### src/rtl/project2_nios2_qsys_0_oci_trace_pkg.sv
// Shared types for the OCI trace monitor: FSM state encoding and snapshot width helper.
package project2_nios2_qsys_0_oci_trace_pkg;

    typedef enum logic [1:0] {
        ST_IDLE    = 2'd0,
        ST_CAPTURE = 2'd1,
        ST_DRAIN   = 2'd2,
        ST_ENDED   = 2'd3
    } trace_state_e;

    function automatic int snap_width(input int cnt_w, input int buf_w);
        return cnt_w + buf_w;
    endfunction

endpackage

### src/rtl/project2_nios2_qsys_0_oci_trace_fifo.sv
// Synchronous snapshot FIFO with a registered read port and level-derived full/empty.
module project2_nios2_qsys_0_oci_trace_fifo #(
    parameter int WIDTH = 34,
    parameter int DEPTH = 16,
    localparam int AW = $clog2(DEPTH),
    localparam int LW = AW + 1
) (
    input  logic             clk,
    input  logic             reset,
    input  logic             push,
    input  logic             pop,
    input  logic [WIDTH-1:0] wr_data,
    output logic [WIDTH-1:0] rd_data,
    output logic             rd_valid,
    output logic [LW-1:0]    level,
    output logic             full,
    output logic             empty
);

    logic [WIDTH-1:0] mem [DEPTH];
    logic [AW-1:0]    wr_ptr_q, wr_ptr_d, rd_ptr_q, rd_ptr_d;
    logic [LW-1:0]    level_q, level_d;
    logic [WIDTH-1:0] rd_data_q, rd_data_d;
    logic             rd_valid_q, rd_valid_d;
    logic             do_push, do_pop;

    // A push into a full FIFO is only legal when a pop frees the slot it reuses.
    always_comb begin
        full       = (level_q == LW'(DEPTH));
        empty      = (level_q == '0);
        do_pop     = pop && !empty;
        do_push    = push && (!full || do_pop);
        wr_ptr_d   = wr_ptr_q;
        rd_ptr_d   = rd_ptr_q;
        level_d    = level_q;
        rd_data_d  = rd_data_q;
        rd_valid_d = do_pop;
        if (do_push) begin
            wr_ptr_d = wr_ptr_q + AW'(1);
        end
        if (do_pop) begin
            rd_ptr_d  = rd_ptr_q + AW'(1);
            rd_data_d = mem[rd_ptr_q];
        end
        case ({do_push, do_pop})
            2'b10:   level_d = level_q + LW'(1);
            2'b01:   level_d = level_q - LW'(1);
            default: level_d = level_q;
        endcase
    end

    always_ff @(posedge clk) begin
        if (reset) begin
            wr_ptr_q   <= '0;
            rd_ptr_q   <= '0;
            level_q    <= '0;
            rd_data_q  <= '0;
            rd_valid_q <= 1'b0;
        end else begin
            wr_ptr_q   <= wr_ptr_d;
            rd_ptr_q   <= rd_ptr_d;
            level_q    <= level_d;
            rd_data_q  <= rd_data_d;
            rd_valid_q <= rd_valid_d;
        end
    end

    always_ff @(posedge clk) begin
        if (!reset && do_push) begin
            mem[wr_ptr_q] <= wr_data;
        end
    end

    assign rd_data  = rd_data_q;
    assign rd_valid = rd_valid_q;
    assign level    = level_q;

endmodule

### src/rtl/project2_nios2_qsys_0_oci_trace_monitor.sv
// Captures {dct_count, dct_buffer} snapshots whenever the DCT count changes and
// buffers them for readout, with end-of-test freeze and drop/underflow accounting.
module project2_nios2_qsys_0_oci_trace_monitor
    import project2_nios2_qsys_0_oci_trace_pkg::*;
#(
    parameter int BUF_W       = 30,
    parameter int CNT_W       = 4,
    parameter int DEPTH       = 16,
    parameter int STOP_ON_END = 1,
    localparam int SNAP_W     = snap_width(CNT_W, BUF_W),
    localparam int LW         = $clog2(DEPTH) + 1
) (
    input  logic              clk,
    input  logic              reset,
    input  logic [BUF_W-1:0]  dct_buffer,
    input  logic [CNT_W-1:0]  dct_count,
    input  logic              test_ending,
    input  logic              test_has_ended,
    input  logic              rd_req,
    output logic [SNAP_W-1:0] rd_data,
    output logic              rd_valid,
    output logic [LW-1:0]     level,
    output logic [31:0]       frame_count,
    output logic [15:0]       drop_count,
    output logic              overflow,
    output logic              underflow,
    output logic              done,
    output logic [1:0]        state
);

    trace_state_e     state_q, state_d;
    logic [CNT_W-1:0] prev_count_q;
    logic [31:0]      frame_count_q, frame_count_d;
    logic [15:0]      drop_count_q, drop_count_d;
    logic             overflow_q, overflow_d;
    logic             underflow_q, underflow_d;
    logic             change, capture, pop_ok, drop, accept;
    logic             fifo_full, fifo_empty;

    // Change events are only captured while IDLE/CAPTURE; later they are silently ignored.
    always_comb begin
        change        = (dct_count != prev_count_q);
        capture       = change && (state_q == ST_IDLE || state_q == ST_CAPTURE);
        pop_ok        = rd_req && !fifo_empty;
        drop          = capture && fifo_full && !pop_ok;
        accept        = capture && !drop;
        frame_count_d = frame_count_q;
        drop_count_d  = drop_count_q;
        overflow_d    = overflow_q | drop;
        underflow_d   = underflow_q | (rd_req && fifo_empty);
        state_d       = state_q;
        if (accept && frame_count_q != '1) begin
            frame_count_d = frame_count_q + 32'd1;
        end
        if (drop && drop_count_q != '1) begin
            drop_count_d = drop_count_q + 16'd1;
        end
        case (state_q)
            ST_IDLE:    if (change) state_d = ST_CAPTURE;
            ST_CAPTURE: if (test_ending && STOP_ON_END != 0) state_d = ST_DRAIN;
            default:    state_d = state_q;
        endcase
        if (test_has_ended) begin
            state_d = ST_ENDED;
        end
    end

    always_ff @(posedge clk) begin
        if (reset) begin
            state_q       <= ST_IDLE;
            prev_count_q  <= dct_count;
            frame_count_q <= '0;
            drop_count_q  <= '0;
            overflow_q    <= 1'b0;
            underflow_q   <= 1'b0;
        end else begin
            state_q       <= state_d;
            prev_count_q  <= dct_count;
            frame_count_q <= frame_count_d;
            drop_count_q  <= drop_count_d;
            overflow_q    <= overflow_d;
            underflow_q   <= underflow_d;
        end
    end

    project2_nios2_qsys_0_oci_trace_fifo #(
        .WIDTH(SNAP_W),
        .DEPTH(DEPTH)
    ) u_fifo (
        .clk     (clk),
        .reset   (reset),
        .push    (accept),
        .pop     (rd_req),
        .wr_data ({dct_count, dct_buffer}),
        .rd_data (rd_data),
        .rd_valid(rd_valid),
        .level   (level),
        .full    (fifo_full),
        .empty   (fifo_empty)
    );

    assign frame_count = frame_count_q;
    assign drop_count  = drop_count_q;
    assign overflow    = overflow_q;
    assign underflow   = underflow_q;
    assign done        = (state_q == ST_ENDED);
    assign state       = state_q;

endmodule

### config.mk
export PLATFORM = sky130hd
export DESIGN_NAME = project2_nios2_qsys_0_oci_trace_monitor
export DESIGN_NICKNAME = d
export VERILOG_FILES = /design/src/rtl/project2_nios2_qsys_0_oci_trace_pkg.sv /design/src/rtl/project2_nios2_qsys_0_oci_trace_fifo.sv /design/src/rtl/project2_nios2_qsys_0_oci_trace_monitor.sv
export SDC_FILE = /design/constraint.sdc
export NUM_CORES = 1
export LEC_CHECK = 0
export CORE_MARGIN = 10
export CORE_UTILIZATION = 54
export DETAILED_ROUTE_END_ITERATION = 16
export PLACE_DENSITY = 0.75
export SLEW_MARGIN = 10
export SYNTH_ARGS = -nofsm -noshare
export SYNTH_HDL_FRONTEND = slang
export SYNTH_SLANG_ARGS = --single-unit
### constraint.sdc
create_clock -name clk -period 3.45 [get_ports clk]
set_input_delay 0.345 -clock clk [delete_from_list [all_inputs] [get_ports clk]]
set_output_delay 0.345 -clock clk [all_outputs]
set_load 0.03 [all_outputs]
# ---- Yosys cells after proc, flatten, opt, wreduce, memory -nomap -nowiden
# Memory sizes are Yosys's and may differ from the RTL's. A register that Yosys moved wholly into a read port is not among the register bits.
# Index checks and enable logic that the tools add are counted.
dict set report word_totals {
  out_inout_bits 93
  reg_bits 70
  input_bits 39
  memories 1
  wordCells 58
  ramBits 544
}
dict set report classes {
  n_addsub 6
  n_eq_ne 10
  muxes 7
  reduce_logical 22
  n_bitwise 2
}
# name words width rd rd_clocked_by_memory_dff write_ports line
set memory_table {}
lappend memory_table {u_fifo.mem 16 34 1 1 1 project2_nios2_qsys_0_oci_trace_fifo.sv:20} ;# logic [WIDTH-1:0] mem [DEPTH];
# cell n
set ops {}
lappend ops {{$add 32x1->32 const B} 1}
lappend ops {{$ne 32x32->1 const B} 1}
lappend ops {{$add 16x1->16 const B} 1}
lappend ops {{$ne 16x16->1 const B} 1}
lappend ops {{$logic_and 1x1->1} 10}
lappend ops {{$pmux 5 s2} 1}
lappend ops {{$add 4x1->4 const B} 2}
lappend ops {{$mux 2} 3}
lappend ops {{$ne 3x3->1 const B} 2}
lappend ops {{$add 5x1->5 const B} 1}
lappend ops {{$eq 5x5->1 const B} 1}
lappend ops {{$logic_not 1->1} 5}
lappend ops {{$logic_not 5->1} 1}
lappend ops {{$sub 5x1->5 const B} 1}
lappend ops {{$eq 2x1->1 const B} 2}
lappend ops {{$eq 2x2->1 const B} 2}
lappend ops {{$ne 4x4->1} 1}
lappend ops {{$pmux 2 s2} 1}
lappend ops {{$reduce_and 3->1} 1}
lappend ops {{$reduce_bool 3->1} 1}
lappend ops {{$logic_not 2->1} 1}
lappend ops {{$logic_or 1x1->1} 2}
lappend ops {{$mux 1} 2}
lappend ops {{$or 1x1->1} 2}
lappend ops {{$reduce_bool 2->1} 1}

# ---- Longest topological paths before layout
dict set report depth {
  ltp_word 11
  depth_mapped 10
  depth_no_buf 9
}

# ---- Hierarchy
# From an unflattened synthesis, not the netlist that was laid out.
dict set report unflattened {
  cells_unflattened 1353
  area_unflattened_um2 25284.2
}
# module cells_per_inst instances seq_area_each_um2 area_each_um2
set modules_own_cells {}
lappend modules_own_cells {project2_nios2_qsys_0_oci_trace_fifo 1021 1 17296.6 22570.4}
lappend modules_own_cells {project2_nios2_qsys_0_oci_trace_monitor 332 1 1121.1 2713.9}

# ---- Worst setup path after synthesis
# OpenSTA, ideal clock, no wires.
dict set report synth_timing {
  path_type {reg2reg}
  start {register u_fifo.level_q[0], in the netlist u_fifo.level[0]}
  end {memory u_fifo.mem[0][0], enable pin}
  path_stages_with_launch 8
  arrival_time_ns 3.078
  setup_ns 0.425
  n_path_buf 2
  slack_ns -0.053
  path_cell_list {dfxtp_1 > or4_4 > buf_6 > or3b_1 > buf_6 > nand2_1 > or3_1 > nor2_1}
}
dict set report synth_between {
  elab_chain_cells 11
  word_cells_on_any_way 15
  cone_classes {eq/ne (1); mux (2); reduce/logical (12)}
}
# item line
set synth_rtl {}
lappend synth_rtl {{start: declaration} project2_nios2_qsys_0_oci_trace_fifo.sv:22} ;# logic [LW-1:0] level_q, level_d;
lappend synth_rtl {{start signal: assignment} project2_nios2_qsys_0_oci_trace_fifo.sv:62} ;# level_q <= level_d;
lappend synth_rtl {{$logic_not 5->1} project2_nios2_qsys_0_oci_trace_fifo.sv:30} ;# empty = (level_q == '0);
lappend synth_rtl {{$logic_not 1->1} {project2_nios2_qsys_0_oci_trace_fifo.sv:31, project2_nios2_qsys_0_oci_trace_monitor.sv:44}}
lappend synth_rtl {{$logic_and 1x1->1} {project2_nios2_qsys_0_oci_trace_fifo.sv:31, project2_nios2_qsys_0_oci_trace_monitor.sv:44}}
lappend synth_rtl {{$logic_not 1->1} project2_nios2_qsys_0_oci_trace_monitor.sv:45} ;# drop = capture && fifo_full && !pop_ok;
lappend synth_rtl {{$logic_and 1x1->1} project2_nios2_qsys_0_oci_trace_monitor.sv:45}
lappend synth_rtl {{$logic_not 1->1} project2_nios2_qsys_0_oci_trace_monitor.sv:46} ;# accept = capture && !drop;
lappend synth_rtl {{$logic_and 1x1->1} project2_nios2_qsys_0_oci_trace_monitor.sv:46}
lappend synth_rtl {{$logic_and 1x1->1 *} project2_nios2_qsys_0_oci_trace_fifo.sv:32} ;# do_push = push && (!full || do_pop);
lappend synth_rtl {{$logic_and 1x1->1 *} project2_nios2_qsys_0_oci_trace_fifo.sv:69} ;# if (!reset && do_push) begin
lappend synth_rtl {{$mux 1 *} project2_nios2_qsys_0_oci_trace_fifo.sv:69}
lappend synth_rtl {{$mux 1 (implied by the code) *} project2_nios2_qsys_0_oci_trace_fifo.sv:70} ;# mem[wr_ptr_q] <= wr_data;
lappend synth_rtl {{end: declaration} project2_nios2_qsys_0_oci_trace_fifo.sv:20}
# Mark *: on every way between the ends. The rest lies on a longest branch, timed or not.

# ---- Final worst setup path
dict set report layout_timing {
  start {input port dct_count[3]}
  end {memory u_fifo.mem[14][24], enable pin}
}
dict set report layout_between {
  elab_chain_cells 10
}
# item line
set layout_rtl {}
lappend layout_rtl {{start: declaration} project2_nios2_qsys_0_oci_trace_monitor.sv:16} ;# input logic [CNT_W-1:0] dct_count,
lappend layout_rtl {{$ne 4x4->1 *} project2_nios2_qsys_0_oci_trace_monitor.sv:42} ;# change = (dct_count != prev_count_q);
lappend layout_rtl {{$logic_and 1x1->1 *} project2_nios2_qsys_0_oci_trace_monitor.sv:43} ;# capture = change && (state_q == ST_IDLE || state_q == ST_CAPTURE);
lappend layout_rtl {{$logic_and 1x1->1 (2 in series)} project2_nios2_qsys_0_oci_trace_monitor.sv:45}
lappend layout_rtl {{$logic_not 1->1} project2_nios2_qsys_0_oci_trace_monitor.sv:46}
lappend layout_rtl {{$logic_and 1x1->1 *} project2_nios2_qsys_0_oci_trace_monitor.sv:46}
lappend layout_rtl {{$logic_and 1x1->1 *} project2_nios2_qsys_0_oci_trace_fifo.sv:32}
lappend layout_rtl {{$logic_and 1x1->1 *} project2_nios2_qsys_0_oci_trace_fifo.sv:69}
lappend layout_rtl {{$mux 1 *} project2_nios2_qsys_0_oci_trace_fifo.sv:69}
lappend layout_rtl {{$mux 1 (implied by the code) *} project2_nios2_qsys_0_oci_trace_fifo.sv:70}
# Marked as above.

==> impl_metrics.py <==
metrics = {
    "synthesis": {
        "yosys-top-cells-count": "edfxtp_1 (544), mux4_2 (136), a21oi_1 (110), dfxtp_1 (104), nor2_1 (90)",
        "synth_area_leaders": "edfxtp_1 (65%), mux4_2 (12%), dfxtp_1 (8.3%)",
        "synthSimpleGateAreaFrac_pct": 5.05,
        "syn_area_um2": 25100,
        "synth_seq_area_share_pct": 73.5,
        "ys_seq_elements": 648,
        "synth_top_family_by_area": "multiplexers",
        "synthesis.nets": 1433,
        "synthArstFlopShare_pct": 0,
        "synth-xor-area-share_pct": 0.524,
        "synth_top_area_share_pct": 65.2,
        "synth_edf_count": 544,
        "muxShareOfSynthArea_pct": 12.9,
        "synth_compound_area_share_pct": 5.86,
        "syn_inst": 1383,
        "synthDistinctLibCells": 58,
        "synth_area_leader_cell": "edfxtp_1",
        "synth-main-ff-cell": "edfxtp_1",
        "synthAdderAreaFrac_pct": 0.579,
        "avgSynthCellArea_um2": 18.1,
        "yosysWarningCount": 0,
        "yosysMostFrequentCell": "edfxtp_1",
    },
    "worst_hold_path": {
        "worstHoldPathCells": 2,
        "hold_path.class": "in -> reg",
    },
    "timing": {
        "fin_tns_setup_ns": 0,
        "rsz0062_at_grt": "false",
        "drv_slew": 0,
        "finClkSkew_ns": 0.0178,
        "finalSetupViolCount": 0,
        "worst_slack_ns": 0.603,
        "hold_viol": 0,
        "worst_pin_slew_ns": 0.989,
        "holdWs_ns": 0.122,
        "finalCritPeriodShare_pct": 82.5,
        "period_needed_ns": 2.85,
        "slew-limit-headroom_pct": 34.1,
        "timing.fmax_mhz": 351,
    },
    "finish": {
        "drive_gt1_share_pct": 19.8,
        "final-seq-area_um2": 18400,
        "nets": 1596,
        "fin_area_um2": 29400,
        "multi_input_area_um2": 6390,
        "fill_cells": 3061,
        "post-route-util_pct": 64.4,
        "syn_to_final_growth_pct": 17.3,
        "fin_cells": 2199,
        "antenna_cells": 0,
    },
    "floorplanning": {
        "chipHeight_um": 235,
        "core-area_um2": 45700,
        "fp-row-count": 78,
        "ioPinCount": 132,
        "die_w_um": 235,
        "initial_core_util_pct": 54.9,
        "die_area_um2": 55400,
    },
    "drt": {
        "drt_iter0_markers": 1244,
        "vias": 13500,
        "drc": 0,
        "routedWlPerCell_um": 24.7,
        "wl_um": 54300,
        "dr.pass1.iters": 5,
        "vias_per_cell": 6.16,
        "drtAntennaViolNets": 0,
    },
    "critical_path": {
        "cp-end-kind": "flip-flop",
        "path_class": "in -> reg",
        "cp_common_cell": "buf_4",
        "reg2regPathDepth": 10,
        "crit_arrival_ns": 3.11,
        "crit_chain": "clkdlybuf4s50_1, xnor2_1, a41oi_4, buf_4, and2_4, nand3_1, nor2_4, buf_4",
        "cp.required_ns": 3.72,
        "cpPeakStageDelay_ns": 0.61,
        "cp_max_fo": 21,
        "setup.worst_path.start_class": "input pin",
        "cp_slowest_cell": "clkdlybuf4s50_1",
    },
    "pwr": {
        "p_seq_share_pct": 48.7,
        "p_int_mw": 13.7,
        "leakagePower_nw": 9.13,
        "ir_drop_v": 0.000482,
        "clkPwrFrac_pct": 34.0,
        "p_sw_share_pct": 25.9,
        "power_frac_comb_pct": 17.3,
        "p_sw_mw": 4.79,
        "p_per_area_nw_per_um2": 629,
        "power_mw": 18.5,
    },
    "placement": {
        "preCtsSetupSlack_ns": -0.0357,
        "dp_cells": 2083,
        "hpwl_um": 32100,
        "place_area_um2": 27500,
        "portBuffers": 131,
        "place.gp.congestion": 0.780,
    },
    "global_routing": {
        "grt_pass1_wl_um": 84400,
        "grt_usage_pct": 19.4,
        "grt_overflow_total": 0,
        "antenna_found_initial": 2,
        "grt_max_degree": 71,
        "first_global_vias": 13800,
    },
    "cts": {
        "htree_num_levels": 2,
        "postCtsResizedCells": 0,
        "cts_buffers": 61,
        "cts_setup_buffers": 0,
        "hold_buffers": 0,
        "cts_buffer_depth": 3,
        "cts_tree": "yes",
        "root_buffer": "clkbuf_16",
        "insertion_delay_ns": 0.63,
        "clk_pin_slew_ns": 0.06,
        "numClockSinks": 648,
    },
    "outcome": {
        "status": "complete, no violations",
    },
    "run": {
        "maxCapViolations": 0,
    },
}
-- final timing paths --
path | start | to | slack [ns]
setup / recovery | dct_count[3] | u_fifo.mem[14][24] | 0.60
hold / removal | reset | u_fifo.rd_data[27] | 0.12
setup reg to reg | u_fifo.level[0] | u_fifo.level[4] | 0.60
hold reg to reg | overflow | overflow | 0.45
-- area by class of cell --
cell class              count  share of cell area (%)
well taps                 600                    2.55
repair buffers            179                    6.44
flip-flops and latches    648                    62.7
clock inverters            27                   0.655
multi-input cells         644                    21.7
inverters                  12                   0.153
clock buffers              89                    5.79
-- metal layers --
metal	vias up	wire length, um	GRT usage, %	share of wire (%)
met4	4	1230	5.71	2.3
li1	5951	-	-	-
met5	-	27	0	0.050
met2	544	26400	30.6	49
met1	6963	22300	26.7	41
met3	87	4330	4.20	8.0
-- sequential cells by signal (all words and copies together) (netlist names) --
name,count
overflow,1
state,2
u_fifo.mem,544
prev_count_q,4
u_fifo.rd_ptr_q,4
frame_count,32
drop_count,16
u_fifo.rd_data,34
u_fifo.rd_valid,1
underflow,1
u_fifo.level,5
u_fifo.wr_ptr_q,4
-- layout by cell type, fill, tap and decap left out, drive strengths merged, types with 2 or more instances in the layout --
master,Yosys,layout
o21ba,2,2
edfxtp,544,544
nor3,4,4
nor2,90,90
nor4,9,9
mux2i,7,7
xor2,7,7
o21ai,13,13
nand3b,3,3
ha,10,10
and2,4,4
inv,12,14
a21o,2,2
mux2,8,8
clkinvlp,0,5
xnor2,8,8
buf,27,49
a211oi,2,2
a21oi,110,110
nor2b,9,9
nand2b,4,4
clkinv,0,19
or2,3,3
and3,10,10
or3,10,10
nand3,25,25
nand4,12,12
a22oi,69,69
o31ai,24,24
or4,25,25
mux4,136,136
clkdlybuf4s50,0,130
dfxtp,104,104
nand2,25,25
clkbuf,52,89
-- cells by family (layout without fill, tap and decap cells) --
family                     count (synthesis)  after routing
adders and majority gates                 11             11
muxes                                    151            151
xor gates and xnor gates                  15             15
DFF                                      648            648
AOI/OAI and AO/OA                        230            230
buffers and inverters                     91            307
and+or+nand+nor                          237            237
-- worst max-delay path, delay by kind of cell --
kind | cells | cell delay [ns]
xor gates and xnor gates | 1 | 0.24
and+or+nand+nor | 3 | 0.92
buffers and inverters | 3 | 1.31
AOI/OAI and AO/OA | 1 | 0.28
-- power by group through the flow --
stage / Clock, mW / Sequential [mW] / Combinational (mW)
floorplan: 0 / 9.41 / 1.89
global placement: 0 / 9.16 / 3.18
detailed placement: 0 / 9.18 / 3.24
CTS: 6.41 / 9.01 / 3.25
global route: 6.70 / 9.04 / 3.46
finish: 6.30 / 9.01 / 3.20
Note: power is estimated with default switching activity, not from simulation.
